==> src/rtl/branch_pc_unit_pkg.sv <==
// Shared PC-stage definitions: state encoding, PC width and reset vector,
// reused by the fetch and IF/ID stages.
package branch_pc_unit_pkg;

  localparam int PC_W = 16;
  localparam logic [PC_W-1:0] RESET_PC_DEFAULT = 16'h0000;
  localparam logic [15:0] CNT_MAX = 16'hFFFF;

  typedef enum logic [1:0] {
    ST_RUN      = 2'd0,
    ST_REDIRECT = 2'd1,
    ST_HALT     = 2'd2
  } state_e;

  // Instructions are halfword aligned, so a register target drops bit 0.
  function automatic logic [PC_W-1:0] align_halfword(input logic [PC_W-1:0] addr);
    return addr & 16'hFFFE;
  endfunction

endpackage

==> src/rtl/branch_pc_unit_if.sv <==
// ID-stage to PC-unit bundle: branch/jump/halt requests in, PC, flush and
// statistics out. The ID stage is the master, the PC unit the slave.
interface branch_pc_unit_if #(
  parameter int OFF_W = 12
) ();
  import branch_pc_unit_pkg::*;

  logic             stall;
  logic             branchValid;
  logic             jmpTrue;
  logic             jumpValid;
  logic [PC_W-1:0]  idPc;
  logic [OFF_W-1:0] offset;
  logic [PC_W-1:0]  jumpReg;
  logic             haltReq;
  logic [PC_W-1:0]  pc;
  logic             flushIfId;
  logic             redirect;
  logic             halted;
  logic [15:0]      branchCnt;
  logic [15:0]      takenCnt;

  modport master (
    output stall, branchValid, jmpTrue, jumpValid, idPc, offset, jumpReg, haltReq,
    input  pc, flushIfId, redirect, halted, branchCnt, takenCnt
  );

  modport slave (
    input  stall, branchValid, jmpTrue, jumpValid, idPc, offset, jumpReg, haltReq,
    output pc, flushIfId, redirect, halted, branchCnt, takenCnt
  );

endinterface

==> src/rtl/branch_pc_unit_sat_counter16.sv <==
// 16-bit event counter with synchronous clear that sticks at 16'hFFFF
// instead of wrapping.
module sat_counter16
  import branch_pc_unit_pkg::*;
(
  input  logic        clk,
  input  logic        rstN,
  input  logic        en_i,
  input  logic        clr_i,
  output logic [15:0] cnt_o
);

  logic [15:0] cnt_q;
  logic [15:0] cnt_d;

  // Next count: clear wins, then saturating increment.
  always_comb begin
    cnt_d = cnt_q;
    if (clr_i) begin
      cnt_d = 16'h0000;
    end else if (en_i && (cnt_q != CNT_MAX)) begin
      cnt_d = cnt_q + 16'h0001;
    end else begin
      cnt_d = cnt_q;
    end
  end

  // Count register.
  always_ff @(posedge clk) begin
    if (!rstN) begin
      cnt_q <= 16'h0000;
    end else begin
      cnt_q <= cnt_d;
    end
  end

  assign cnt_o = cnt_q;

endmodule

==> src/rtl/branch_pc_unit.sv <==
// Architectural PC with one-cycle branch/jump redirect, IF/ID flush,
// HALT freeze and saturating branch statistics.
module branch_pc_unit
  import branch_pc_unit_pkg::*;
#(
  parameter logic [PC_W-1:0] RESET_PC = RESET_PC_DEFAULT,
  parameter int              PC_INC   = 2,
  parameter int              OFF_W    = 12
) (
  input logic             clk,
  input logic             rstN,
  branch_pc_unit_if.slave bus
);

  state_e          state_q;
  state_e          state_d;
  logic [PC_W-1:0] pc_q;
  logic [PC_W-1:0] pc_d;

  logic            take_br_s;
  logic            take_j_s;
  logic            br_cnt_en_s;
  logic            tk_cnt_en_s;
  logic [PC_W-1:0] off_ext_s;
  logic [PC_W-1:0] br_target_s;
  logic [PC_W-1:0] j_target_s;
  logic [PC_W-1:0] pc_seq_s;

  // Offsets are in instruction units, hence the shift to bytes.
  assign off_ext_s   = {{(PC_W-OFF_W){bus.offset[OFF_W-1]}}, bus.offset};
  assign br_target_s = bus.idPc + (off_ext_s << 1);
  assign j_target_s  = align_halfword(bus.jumpReg);
  assign pc_seq_s    = pc_q + PC_W'(PC_INC);

  // Decode and next-state/next-PC selection.
  always_comb begin
    take_br_s   = 1'b0;
    take_j_s    = 1'b0;
    br_cnt_en_s = 1'b0;
    tk_cnt_en_s = 1'b0;
    state_d     = state_q;
    pc_d        = pc_q;
    case (state_q)
      ST_RUN: begin
        take_br_s   = bus.branchValid & bus.jmpTrue & ~bus.stall & ~bus.haltReq;
        take_j_s    = bus.jumpValid & ~bus.stall & ~bus.haltReq;
        br_cnt_en_s = bus.branchValid & ~bus.stall & ~bus.haltReq;
        tk_cnt_en_s = br_cnt_en_s & bus.jmpTrue;
        if (bus.haltReq) begin
          state_d = ST_HALT;
        end else if (bus.stall) begin
          state_d = ST_RUN;
        end else if (take_j_s) begin
          pc_d    = j_target_s;
          state_d = ST_REDIRECT;
        end else if (take_br_s) begin
          pc_d    = br_target_s;
          state_d = ST_REDIRECT;
        end else begin
          pc_d    = pc_seq_s;
        end
      end
      ST_REDIRECT: begin
        // ID holds the squashed bubble here, so its requests are ignored.
        if (bus.stall) begin
          state_d = ST_REDIRECT;
        end else begin
          pc_d    = pc_seq_s;
          state_d = ST_RUN;
        end
      end
      ST_HALT: begin
        state_d = ST_HALT;
      end
      default: begin
        state_d = ST_RUN;
      end
    endcase
  end

  // PC and state registers.
  always_ff @(posedge clk) begin
    if (!rstN) begin
      state_q <= ST_RUN;
      pc_q    <= RESET_PC;
    end else begin
      state_q <= state_d;
      pc_q    <= pc_d;
    end
  end

  sat_counter16 u_branch_cnt (
    .clk   (clk),
    .rstN  (rstN),
    .en_i  (br_cnt_en_s),
    .clr_i (1'b0),
    .cnt_o (bus.branchCnt)
  );

  sat_counter16 u_taken_cnt (
    .clk   (clk),
    .rstN  (rstN),
    .en_i  (tk_cnt_en_s),
    .clr_i (1'b0),
    .cnt_o (bus.takenCnt)
  );

  assign bus.pc        = pc_q;
  assign bus.redirect  = take_br_s | take_j_s;
  assign bus.flushIfId = take_br_s | take_j_s;
  assign bus.halted    = (state_q == ST_HALT);

endmodule

==> src/flat_wrapper.sv <==
// flat-port wrapper written by rule: the top's interface ports become plain ports
module branch_pc_unit_flat import branch_pc_unit_pkg::*;
#(
  parameter logic [PC_W-1:0] RESET_PC = RESET_PC_DEFAULT,
  parameter int              PC_INC   = 2,
  parameter int              OFF_W    = 12
)
  (clk, rstN, bus_stall, bus_branchValid, bus_jmpTrue, bus_jumpValid, bus_idPc, bus_offset, bus_jumpReg, bus_haltReq, bus_pc, bus_flushIfId, bus_redirect, bus_halted, bus_branchCnt, bus_takenCnt);
  branch_pc_unit_if #(.OFF_W(OFF_W)) bus_i ();
  input logic clk;
  input logic rstN;
  input wire logic [$bits(bus_i.stall)-1:0] bus_stall;
  input wire logic [$bits(bus_i.branchValid)-1:0] bus_branchValid;
  input wire logic [$bits(bus_i.jmpTrue)-1:0] bus_jmpTrue;
  input wire logic [$bits(bus_i.jumpValid)-1:0] bus_jumpValid;
  input wire logic [$bits(bus_i.idPc)-1:0] bus_idPc;
  input wire logic [$bits(bus_i.offset)-1:0] bus_offset;
  input wire logic [$bits(bus_i.jumpReg)-1:0] bus_jumpReg;
  input wire logic [$bits(bus_i.haltReq)-1:0] bus_haltReq;
  output wire logic [$bits(bus_i.pc)-1:0] bus_pc;
  output wire logic [$bits(bus_i.flushIfId)-1:0] bus_flushIfId;
  output wire logic [$bits(bus_i.redirect)-1:0] bus_redirect;
  output wire logic [$bits(bus_i.halted)-1:0] bus_halted;
  output wire logic [$bits(bus_i.branchCnt)-1:0] bus_branchCnt;
  output wire logic [$bits(bus_i.takenCnt)-1:0] bus_takenCnt;
  assign bus_i.stall = bus_stall;
  assign bus_i.branchValid = bus_branchValid;
  assign bus_i.jmpTrue = bus_jmpTrue;
  assign bus_i.jumpValid = bus_jumpValid;
  assign bus_i.idPc = bus_idPc;
  assign bus_i.offset = bus_offset;
  assign bus_i.jumpReg = bus_jumpReg;
  assign bus_i.haltReq = bus_haltReq;
  assign bus_pc = bus_i.pc;
  assign bus_flushIfId = bus_i.flushIfId;
  assign bus_redirect = bus_i.redirect;
  assign bus_halted = bus_i.halted;
  assign bus_branchCnt = bus_i.branchCnt;
  assign bus_takenCnt = bus_i.takenCnt;
  branch_pc_unit #(.RESET_PC(RESET_PC), .PC_INC(PC_INC), .OFF_W(OFF_W)) u_core (.clk(clk), .rstN(rstN), .bus(bus_i));
endmodule
==> config.mk <==
export PLATFORM = sky130hd
export DESIGN_NAME = branch_pc_unit_flat
export DESIGN_NICKNAME = d
export VERILOG_FILES = /design/src/rtl/branch_pc_unit_pkg.sv /design/src/rtl/branch_pc_unit_if.sv /design/src/rtl/branch_pc_unit_sat_counter16.sv /design/src/rtl/branch_pc_unit.sv /design/src/flat_wrapper.sv
export SDC_FILE = /design/constraint.sdc
export NUM_CORES = 1
export LEC_CHECK = 0
export BUFFER_PORTS_ARGS = -buffer_cell sky130_fd_sc_hd__buf_2
export CORE_MARGIN = 3
export CORE_UTILIZATION = 52
export DETAILED_ROUTE_END_ITERATION = 10
export PLACE_DENSITY = 0.81
export REMOVE_ABC_BUFFERS = 1
export SYNTH_ARGS = -nofsm -noshare
export SYNTH_HDL_FRONTEND = slang
export SYNTH_SLANG_ARGS = --single-unit
==> constraint.sdc <==
create_clock -name clk -period 2.9 [get_ports clk]
set_input_delay 0.58 -clock clk [delete_from_list [all_inputs] [get_ports clk]]
set_output_delay 0.58 -clock clk [all_outputs]
set_load 0.05 [all_outputs]
* After elaboration in Yosys (flattened, before gate mapping) *
Cells that the tools add are included.
W data, S select, Z words.

word-level totals
  register bits = 50
  input bits = 51
  output and inout bits = 51
  logic and storage cells = 48

operators by class
  add/subtract/negate cells = 4
  eq/ne operators = 8
  multiplexer cells = 16
  bitwise operators = 11
  reduce and logical (&&, ||, !) cells = 5

operator list
  kind                     number
  $mux W16                 5
  $add A16 B1 Y16 const B  2
  $ne A16 B16 Y1 const B   2
  $pmux W16 S2             1
  $add A16 B16 Y16         1
  $add A16 B2 Y16 const B  1
  $and A1 B1 Y1            8
  $mux W2                  4
  $ne A2 B2 Y1 const B     3
  $pmux W2 S3              1
  $mux W1                  5
  $ne A5 B3 Y1 const B     1
  $reduce_and A4 Y1        1
  $eq A2 B1 Y1 const B     1
  $eq A2 B2 Y1 const B     1
  $logic_and A1 B1 Y1      2
  $logic_not A2 Y1         1
  $not A1 Y1               2
  $reduce_bool A2 Y1       1
  $or A1 B1 Y1             1

* Logic depth before layout (Yosys ltp) *
Gate-level depths: netlist (run 1).

  depth in word-level cells = 8
  gate-level depth with buffers = 9

* Cells and area by module *
A second synthesis (run 1) with hierarchy kept.

second synthesis, totals
  cells, all modules = 416
  area total of the unflattened synthesis = 3554.7 um^2

modules (own cells, without submodules)
  module          instances  cells an instance  area an instance (um^2)
  branch_pc_unit  1          234                1825.5
  sat_counter16   2          91                 864.6

* Worst setup path after synthesis (run 1) *
Ideal clock, no wire load.

  kind = input to output
  start = input bus_haltReq
  end = output bus_redirect
  arrival = 1.890 ns
  data required time = 2.320 ns
  slack = 0.430 ns
  stages on the path = 5
  cells stage by stage = clkbuf_1 -> nor4_1 -> nand2b_1 -> inv_1 -> buf_4

on the way
  longest elaborated chain between the ends = 4
  elaborated cells on any way between the ends = 6

RTL lines
  what                              RTL line                                    text
  start, declared                   flat_wrapper.sv:19                          input wire logic [$bits(bus_i.haltReq)-1:0] bus_haltReq;
  $not A1 Y1 (*)                    branch_pc_unit.sv:45, branch_pc_unit.sv:46
  $and A1 B1 Y1 (on tied branches)  branch_pc_unit.sv:45, branch_pc_unit.sv:46
  $mux W1                           branch_pc_unit.sv:43                        case (state_q)
  $or A1 B1 Y1 (*)                  --
  end, declared                     flat_wrapper.sv:22                          output wire logic [$bits(bus_i.redirect)-1:0] bus_redirect;

Every way passes the cells marked *; elsewhere a longest branch is shown, timed or not.

* Final worst setup path (run 1) *
  start = register u_core.state_q[0]
  end = output bus_redirect

on the way
  longest elaborated chain between the ends = 3
  elaborated cells on any way between the ends = 4

RTL lines
  what                    RTL line               text
  start, declared         branch_pc_unit.sv:15   state_e state_q;
  start signal, assigned  branch_pc_unit.sv:87   state_q <= state_d;
  $logic_not A2 Y1 (*)    branch_pc_unit.sv:43
  $mux W1                 branch_pc_unit.sv:43
  $or A1 B1 Y1 (*)        branch_pc_unit.sv:109  assign bus.redirect = take_br_s | take_j_s;

Marks and branches as above.

==> impl_metrics.yaml, run 1 <==
layout:
  drive_gt1_frac: 0.231
  antenna_cells: 0
  multiInputGateArea_um2: 2190
  regArea_um2: 1000
  fin_util: 0.664
  area_delta_synth_final_pct: 21.0
  final_cells: 603
  fillers: 534
  nNetsFinal: 596
cts:
  cts_buffer_depth: 2
  post-cts-setup-buffers: 0
  htree_levels: 2
  cts_tree: "built"
  cts_resized: 0
  cts_made_buffers: 5
  clk_pin_slew_ns: 0.10
  hold_buffers: 0
  clock_sinks: 50
  clock-root-buffer: "clkbuf_8"
  clk_latency_ns: 0.30
worst_setup_path:
  worstPathCellList: "nor4_1 > nand2b_1 > inv_1 > buf_2"
  ff2ff_path_depth: 6
  crit_start: "u_core.state_q[0]"
  required_ns: 2.32
  path_buf_inv: 2
  reg2reg_slack_ns: 0.72
  r2r-end: "u_core.u_branch_cnt.cnt_o[4]"
  critPathMaxFanout: 8
  critical_path.top_delay_family: "simple AND/OR/NAND/NOR gates"
  endpoint_kind: "output port"
  crit_arrival_ns: 1.88
  crit_slowest_cell: "nor4_1"
  crit_type: "register to output port"
  critPathMaxStageDelay_ns: 0.61
  timing.rr.start: "u_core.state_q[0]"
  cp-start-kind: "register"
detailed_routing:
  route.vias.total: 3535
  drt_wl_total_um: 8650
  dr.pass1.iters: 5
  post-route-drc-count: 0
  wl_per_cell_um: 14.3
  drt_iter0_markers: 218
  ant_nets: 0
  vias_per_cell: 5.86
power_and_ir_drop:
  switching_power_w: 0.000463
  power_frac_comb: 0.196
  p_clk_frac: 0.370
  p_leak_nw: 1.67
  internal-power_w: 0.00119
  power_density_nw_per_um2: 410
  finalPower_w: 0.00165
  p_seq_frac: 0.434
  swShare: 0.281
  ir_worst_vdd_uv: 281
synth:
  synthCells: 432
  synth.ff_latch_count: 50
  synth-seq-area-share: 0.301
  ys.flop_type: "dfxtp_1"
  synth_edf_count: 0
  ys_types: 58
  synthArstFlopShare: 0
  yosysWarnings: 0
  synth_area_um2: 3320
  syn_area_per_cell_um2: 7.70
sta:
  tightest_slew_ns: 0.657
  finalCritPeriodShare: 0.847
  setup_viol: 0
  finalMaxSlewViolations: 0
  maxSlewHeadroom: 0.558
  finClkSkew_ns: 0.00635
  layout_min_cycle_time_ns: 2.46
  rsz0062_at_grt: "no"
  fmax_mhz: 407
  tns_ns: 0
  layout_setup_ws_ns: 0.443
  hold_viol: 0
hold_path:
  min_delay_path_depth: 2
  hold_path_end: "u_core.bus.pc[0]"
  hp-class: "register to register"
  hold_start: "u_core.bus.pc[0]"
floorplanning:
  die_h_um: 86.0
  io_pins: 102
  initial_core_util: 0.549
  die_w_um: 86.0
  coreArea_um2: 6060
  dieArea_um2: 7390
  rows: 28
place:
  gp_congestion: 0.905
  dpl.cell_count: 595
  pre_cts_ws_ns: 0.351
  numPortBuffers: 100
  hpwl_um: 6540
global_routing:
  grt_pass1_vias: 3244
  grt.total_usage: 0.236
  grt_pass1_wl_um: 14500
  gr-total-overflow: 0
  grt_max_degree: 38
  antenna_found_initial: 0
outcome:
  outcome: "completed"
job:
  max-cap-violations: 0
[sequential cells by signal (all words and copies together) (netlist names)]
name and count:
u_core.u_taken_cnt.cnt_o 16, u_core.bus.pc 16, u_core.u_branch_cnt.cnt_o 16, u_core.state_q 2
[per-layer routing]
layer  GRT usage  routed length, µm  part of all wire  vias up
met5           0                  0                 0        -
met4      0.0604                 69            0.0080        0
met3      0.0471                688             0.080        6
met2       0.383               3970              0.46      136
met1       0.319               3920              0.45     1616
li1            -                  -                 -     1777
[cells by family after synthesis]
logic type / Yosys count / synth area share
buf+inv: 31 / 0.0388
fa+ha+maj: 18 / 0.0700
flops: 50 / 0.301
xor+xnor: 31 / 0.0817
compound gates: 116 / 0.218
mux: 3 / 0.00903
simple gates: 183 / 0.282
[final cells by class]
cell class	count	area share
multi-input combinational	351	0.546
sequential	50	0.249
timing repair buffer	105	0.134
tap	75	0.0233
clock buffer	6	0.0205
clock inverter	2	0.0149
inverter	14	0.0131
[Yosys cell counts, types with 3 or more instances]
| master | count | area share |
|---|---|---|
| nor4_1 | 7 | 0.013 |
| nand3_1 | 20 | 0.030 |
| o22ai_1 | 4 | 0.0075 |
| o21ai_0 | 30 | 0.045 |
| a221oi_1 | 5 | 0.013 |
| ha_1 | 17 | 0.064 |
| or3_1 | 12 | 0.023 |
| xor2_1 | 13 | 0.034 |
| nor2b_1 | 3 | 0.0056 |
| and4_1 | 5 | 0.013 |
| nor2_1 | 45 | 0.051 |
| a31oi_1 | 6 | 0.011 |
| nand4_1 | 13 | 0.024 |
| or2_2 | 3 | 0.0056 |
| and3_1 | 6 | 0.011 |
| nand2_1 | 36 | 0.041 |
| xnor2_1 | 18 | 0.047 |
| o211ai_1 | 3 | 0.0068 |
| inv_1 | 13 | 0.015 |
| clkbuf_1 | 14 | 0.016 |
| o2111ai_1 | 4 | 0.011 |
| o21a_1 | 3 | 0.0068 |
| nor3_1 | 11 | 0.017 |
| and2_1 | 7 | 0.013 |
| dfxtp_1 | 50 | 0.30 |
| mux2i_1 | 3 | 0.0090 |
| a21oi_1 | 40 | 0.060 |
| or4_1 | 5 | 0.011 |
[power by group through the flow]
| stage | combinational (W) | sequential, W | clock [W] |
|---|---|---|---|
| floorplan | 0.000177 | 0.000763 | 0 |
| global placement | 0.000314 | 0.000730 | 0 |
| detailed placement | 0.000319 | 0.000731 | 0 |
| CTS | 0.000321 | 0.000715 | 0.000617 |
| global route | 0.000357 | 0.000718 | 0.000640 |
| finish | 0.000323 | 0.000715 | 0.000611 |
[worst register-to-register path, cell delays in order, from the launching register on]
cell and delay [ns]:
dfxtp_1 0.38, nor4_1 0.61, nand2_1 0.17, a31oi_1 0.48, nand4_1 0.18, xor2_1 0.17, nor2_1 0.05
[metrics by stage]
| stage | instance area [µm²] | hold slack [ns] |
|---|---|---|
| 6_report | 4020 | 0.505 |
| 5_1_grt | 4020 | 0.535 |
| 4_1_cts | 4020 | 0.508 |
| 3_5_place_dp | 3880 | 0.483 |
| 3_3_place_gp | 3880 | 0.483 |
| 2_1_floorplan | 3250 | 0.491 |
[how the worst max path moves through the flow]
stage,to,slack [ns],cells after the start
finish,bus_redirect,0.44,4
detailed placement,u_core.bus.pc[13],0.35,10
global route,bus_flushIfId,0.22,4
CTS,bus_redirect,0.46,4
floorplan,bus_flushIfId,0.57,3
global placement,u_core.bus.pc[13],0.36,10
[cell usage in the layout (no fill, tap or decap), types with 6 or more instances in the layout]
| master | n |
|---|---|
| buf_2 | 100 |
| dfxtp_1 | 50 |
| nor2_1 | 45 |
| a21oi_1 | 40 |
| nand2_1 | 36 |
| o21ai_0 | 30 |
| nand3_1 | 20 |
| xnor2_1 | 18 |
| ha_1 | 17 |
| inv_1 | 13 |
| xor2_1 | 13 |
| nand4_1 | 13 |
| or3_1 | 12 |
| nor3_1 | 11 |
| nor4_1 | 7 |
| and2_1 | 7 |
| and3_1 | 6 |
| a31oi_1 | 6 |
| clkbuf_8 | 6 |
(Power assumes the default switching activity.)
==> inputs of run 2 (changes only) <==
--- a/config.mk
+++ b/config.mk
@@ -5,11 +5,12 @@
 export SDC_FILE = /design/constraint.sdc
 export NUM_CORES = 1
 export LEC_CHECK = 0
+export ABC_AREA = 1
 export BUFFER_PORTS_ARGS = -buffer_cell sky130_fd_sc_hd__buf_2
 export CORE_MARGIN = 3
-export CORE_UTILIZATION = 52
+export CORE_UTILIZATION = 48
 export DETAILED_ROUTE_END_ITERATION = 10
-export PLACE_DENSITY = 0.81
+export PLACE_DENSITY = 0.77
 export REMOVE_ABC_BUFFERS = 1
 export SYNTH_ARGS = -nofsm -noshare
 export SYNTH_HDL_FRONTEND = slang
==> constraint.sdc (replaced) <==
create_clock -name clk -period 2.09 [get_ports clk]
set_input_delay 0.418 -clock clk [delete_from_list [all_inputs] [get_ports clk]]
set_output_delay 0.418 -clock clk [all_outputs]
set_load 0.05 [all_outputs]
==> run 2 against run 1 <==
Against the previous run: area after synthesis up 15%; power up 33%; register-to-register slack worse by 0.43 ns; final area up 12%.
==> impl_metrics.yaml, run 2 <==
layout:
  antenna_cells: 0
  final_cell_mix: "nand2_1 (174), buf_2 (100), inv_1 (99)"
  fillers: 745
  stdcell_area_um2: 4510
  drive_gt1_frac: 0.186
  final_common_cell: "nand2_1"
  nNetsFinal: 793
  area_delta_synth_final_pct: 18.3
synth:
  ys.flop_type: "dfxtp_1"
  synth-seq-area-share: 0.263
  ys_top_cells_by_area: "dfxtp_1 (26%), nand2_1 (17%), inv_1 (9.7%)"
  syn_area_per_cell_um2: 6.12
  synth_edf_count: 0
  synthArstFlopShare: 0
  synthCells: 623
  yosysWarnings: 0
  ys_types: 41
  synth.ff_latch_count: 50
  synth_top_area_frac: 0.263
  synth_area_um2: 3810
  synth_most_common_cell: "nand2_1"
  synthTopCellsByCount: "nand2_1 (174), inv_1 (99), a21oi_1 (57), dfxtp_1 (50), nor2_1 (43)"
  yosysTopAreaCell: "dfxtp_1"
power_and_ir_drop:
  ir_worst_vdd_uv: 316
  finalPower_w: 0.00220
  power_density_nw_per_um2: 487
  p_leak_nw: 2.16
worst_setup_path:
  required_ns: 1.67
  crit_type: "primary input to output port"
  crit_arrival_ns: 1.45
  critPathMaxFanout: 5
  cp-start-kind: "primary input"
  endpoint_kind: "output port"
global_routing:
  antenna_found_initial: 0
  gr-total-overflow: 0
  grt_pass1_wl_um: 17200
  grt_pass1_vias: 3948
  grt.total_usage: 0.230
  grt_max_degree: 21
floorplanning:
  initial_core_util: 0.509
  die_w_um: 95.1
  coreArea_um2: 7490
  io_pins: 102
  dieArea_um2: 9050
  die_h_um: 95.1
  rows: 31
detailed_routing:
  drt_iter0_markers: 227
  wl_per_cell_um: 12.3
  route.vias.total: 4231
  dr.pass1.iters: 4
  post-route-drc-count: 0
  vias_per_cell: 5.13
  drt_wl_total_um: 10100
  ant_nets: 0
place:
  gp_congestion: 0.903
  numPortBuffers: 100
  placed_area_um2: 4420
  hpwl_um: 8090
cts:
  hold_buffers: 0
  clk_pin_slew_ns: 0.09
  clock-root-buffer: "clkbuf_8"
  clock_sinks: 50
  post-cts-setup-buffers: 0
  cts_buffer_depth: 2
  cts_resized: 0
  cts_tree: "built"
  htree_levels: 2
  clk_latency_ns: 0.30
  cts_made_buffers: 5
sta:
  fmax_mhz: 534
  finClkSkew_ns: 0.00787
  finalMaxSlewViolations: 0
  finalCritPeriodShare: 0.896
  layout_min_cycle_time_ns: 1.87
  setup_viol: 0
  hold_viol: 0
  tightest_slew_ns: 0.470
  maxSlewHeadroom: 0.684
  rsz0062_at_grt: "no"
outcome:
  outcome: "completed"
hold_path:
  hp-class: "primary input to register"
job:
  max-cap-violations: 0
-- run 2: worst paths after layout --
kind | depth (start not counted) | slack (ns) | endpoint | start
min | 3 | 0.39 | u_core.bus.pc[0] | bus_idPc[0]
max reg2reg | 9 | 0.29 | u_core.u_branch_cnt.cnt_o[11] | u_core.u_branch_cnt.cnt_o[0]
min reg2reg | 2 | 0.50 | u_core.u_taken_cnt.cnt_o[15] | u_core.u_taken_cnt.cnt_o[15]
max | 7 | 0.22 | bus_redirect | bus_stall
-- run 2: per-stage QoR --
stage          utilization  TNS (ns)  hold slack (ns)  cells  worst slack, ns
6_report             0.603         0            0.393    824            0.217
5_1_grt              0.603         0            0.409    824           0.0591
4_1_cts              0.603         0            0.390    824            0.219
3_5_place_dp         0.591         0            0.486    816           0.0577
3_3_place_gp         0.591         0            0.471    816            0.105
2_1_floorplan            -    -0.755            0.468    609           -0.378
-- run 2: area by class of cell --
type,instances,area (µm²),area share
multi-input cells,455,2340,0.519
inverters,104,393,0.0871
clock inverters,1,5.00,0.00111
repair buffers,108,561,0.124
clock buffers,7,86.3,0.0191
well taps,99,124,0.0275
flip-flops and latches,50,1000,0.222
-- run 2: report_power, final --
group | switching, W | internal, W | total, W | leakage, nW
Clock | 0.000324 | 0.000268 | 0.000592 | 0.0482
Sequential | 0.0000342 | 0.000981 | 0.00102 | 0.406
Combinational | 0.000395 | 0.000193 | 0.000588 | 1.71
Total | 0.000754 | 0.00144 | 0.00220 | 2.16
-- run 2: logic make-up (layout without fill, tap and decap cells) --
family / after synthesis / in the layout / synth area share
AOI/OAI and AO/OA: 113 / 113 / 0.162
xor gates and xnor gates: 15 / 15 / 0.0345
adders and majority gates: 18 / 18 / 0.0610
buffers and inverters: 118 / 220 / 0.123
DFF: 50 / 50 / 0.263
and+or+nand+nor: 309 / 309 / 0.357
-- run 2: worst max-delay path, stage by stage --
cell	delay [ns]
buf_2	0.14
nor2_4	0.17
nand3_4	0.13
nand2_1	0.10
inv_1	0.06
nor2_1	0.15
buf_2	0.29
-- run 2: metal layers --
metal / part of all wire / global-route usage / routed length, µm
met1: 0.45 / 0.315 / 4520
met2: 0.48 / 0.387 / 4850
met3: 0.061 / 0.0268 / 617
met4: 0.013 / 0.0493 / 133
met5: 0 / 0 / 0
==> inputs of run 3 (changes only) <==
==> constraint.sdc (replaced) <==
create_clock -name clk -period 2.09 [get_ports clk]
set_input_delay 0 -clock clk [delete_from_list [all_inputs] [get_ports clk]]
set_output_delay 0 -clock clk [all_outputs]
set_load 0.05 [all_outputs]
==> run 3 against run 2 <==
Against the previous run: critical path depth is 3 higher; worst hold slack worse by 0.36 ns; fmax is 4.9% higher; core utilization fell by 0.13 points; first-iteration DRC count down 20%; sequential share of layout area about the same; register-to-register slack improved by 0.02 ns; flip-flop and latch count unchanged; cell count fell by 0.12%; power fell by 1.7%; sequential power hardly changed; critical path type is now register to register; largest cell class unchanged.
==> impl_metrics.yaml, run 3 (same netlist as run 2, synthesis figures left out) <==
outcome:
  outcome: "completed"
sta:
  hold_ws_ns: 0.0352
  finalCritPeriodShare: 0.854
  fmax_mhz: 560
  rsz0062_at_grt: "no"
  finalMaxSlewViolations: 0
  hold_viol: 0
  layout_min_cycle_time_ns: 1.78
  setup_viol: 0
  tightest_slew_ns: 0.521
  maxSlewHeadroom: 0.650
  finClkSkew_ns: 0.00734
  tns_ns: 0
  layout_setup_ws_ns: 0.306
floorplanning:
  coreArea_um2: 7490
  dieArea_um2: 9050
  rows: 31
  initial_core_util: 0.509
  die_h_um: 95.1
  die_w_um: 95.1
  io_pins: 102
layout:
  antenna_cells: 0
  area_delta_synth_final_pct: 18.1
  nNetsFinal: 793
  fillers: 733
  final_common_cell: "nand2_1"
  drive_gt1_frac: 0.181
  final_cell_mix: "nand2_1 (174), buf_2 (100), inv_1 (99)"
  fin_util: 0.601
detailed_routing:
  post-route-drc-count: 0
  drt_wl_total_um: 10100
  vias_per_cell: 5.12
  dr.pass1.iters: 4
  drt_iter0_markers: 181
  wl_per_cell_um: 12.3
  ant_nets: 0
  route.vias.total: 4212
worst_setup_path:
  crit_arrival_ns: 1.98
  endpoint_kind: "register"
  critPathMaxStageDelay_ns: 0.43
  crit_slowest_cell: "dfxtp_1"
  worstPathCellList: "ha_1 > nand2_1 > inv_1 > nand2_1 > nor2_1 > nand2_1 > nor2_1 > a21oi_1 > a21oi_1 > a21oi_1"
  critical_path.top_delay_family: "simple AND/OR/NAND/NOR gates"
  cp-start-kind: "register"
  required_ns: 2.28
  path_buf_inv: 1
  crit_type: "register to register"
  critPathMaxFanout: 5
cts:
  clock-root-buffer: "clkbuf_8"
  cts_tree: "built"
  clk_pin_slew_ns: 0.09
  clock_sinks: 50
  cts_resized: 0
  cts_buffer_depth: 2
  post-cts-setup-buffers: 0
  htree_levels: 2
  clk_latency_ns: 0.30
  cts_made_buffers: 5
  hold_buffers: 2
global_routing:
  grt_pass1_wl_um: 16400
  grt_pass1_vias: 3831
  antenna_found_initial: 0
  grt_max_degree: 21
  grt.total_usage: 0.222
  gr-total-overflow: 0
place:
  numPortBuffers: 100
  hpwl_um: 8000
  pre_cts_ws_ns: 0.333
  gp_congestion: 0.898
power_and_ir_drop:
  ir_worst_vdd_uv: 310
  p_leak_nw: 2.15
  power_density_nw_per_um2: 480
  finalPower_w: 0.00216
job:
  max-cap-violations: 0
hold_path:
  hp-class: "primary input to register"
## run 3: changes by cell type in the layout (fill, tap and decap cells not counted)
cell | before | now
clkbuf_8 | 6 | 5
clkinv_2 | 1 | 0
clkbuf_1 | 1 | 2
buf_4 | 8 | 6
dlygate4sd3_1 | 0 | 2
## run 3: worst paths after layout
kind | from | endpoint | slack [ns] | cells past startpoint
min reg2reg | u_core.u_taken_cnt.cnt_o[15] | u_core.u_taken_cnt.cnt_o[15] | 0.50 | 2
max | u_core.bus.pc[1] | u_core.bus.pc[13] | 0.31 | 10
min | bus_jumpReg[6] | u_core.bus.pc[6] | 0.04 | 5
max reg2reg | u_core.bus.pc[1] | u_core.bus.pc[13] | 0.31 | 10
## run 3: stage by stage
stage / cell area (µm²) / instances
final: 4500 / 823
after global routing: 4500 / 823
after detailed placement: 4410 / 814
after CTS: 4500 / 823
after floorplan: 3740 / 609
after global placement: 4410 / 814
## run 3: where the power goes
group | internal (W) | switching (W)
clock | 0.000232 | 0.000321
combinational | 0.000195 | 0.000396
sequential | 0.000981 | 0.0000342
## run 3: final cells by class
class                           instances  area, µm²  area share
Multi-Input combinational cell        455       2340       0.520
Sequential cell                        50       1000       0.222
Timing Repair Buffer                  108        566       0.126
Inverter                              104        393      0.0873
Tap cell                               99        124      0.0275
Clock buffer                            7       76.3      0.0170
## run 3: tightest hold or removal path, cell delays in order
cell	delay (ns)
buf_2	0.10
nand2_1	0.06
nand2_1	0.05
nand2_1	0.05
a21oi_1	0.05
## run 3: metal layers
metal  track usage  up-vias  wire length (µm)
li1              -     2207                 -
met1         0.291     1899              4750
met2         0.382       94              4730
met3        0.0331       12               491
met4        0.0505        0               127
met5             0        -                 0
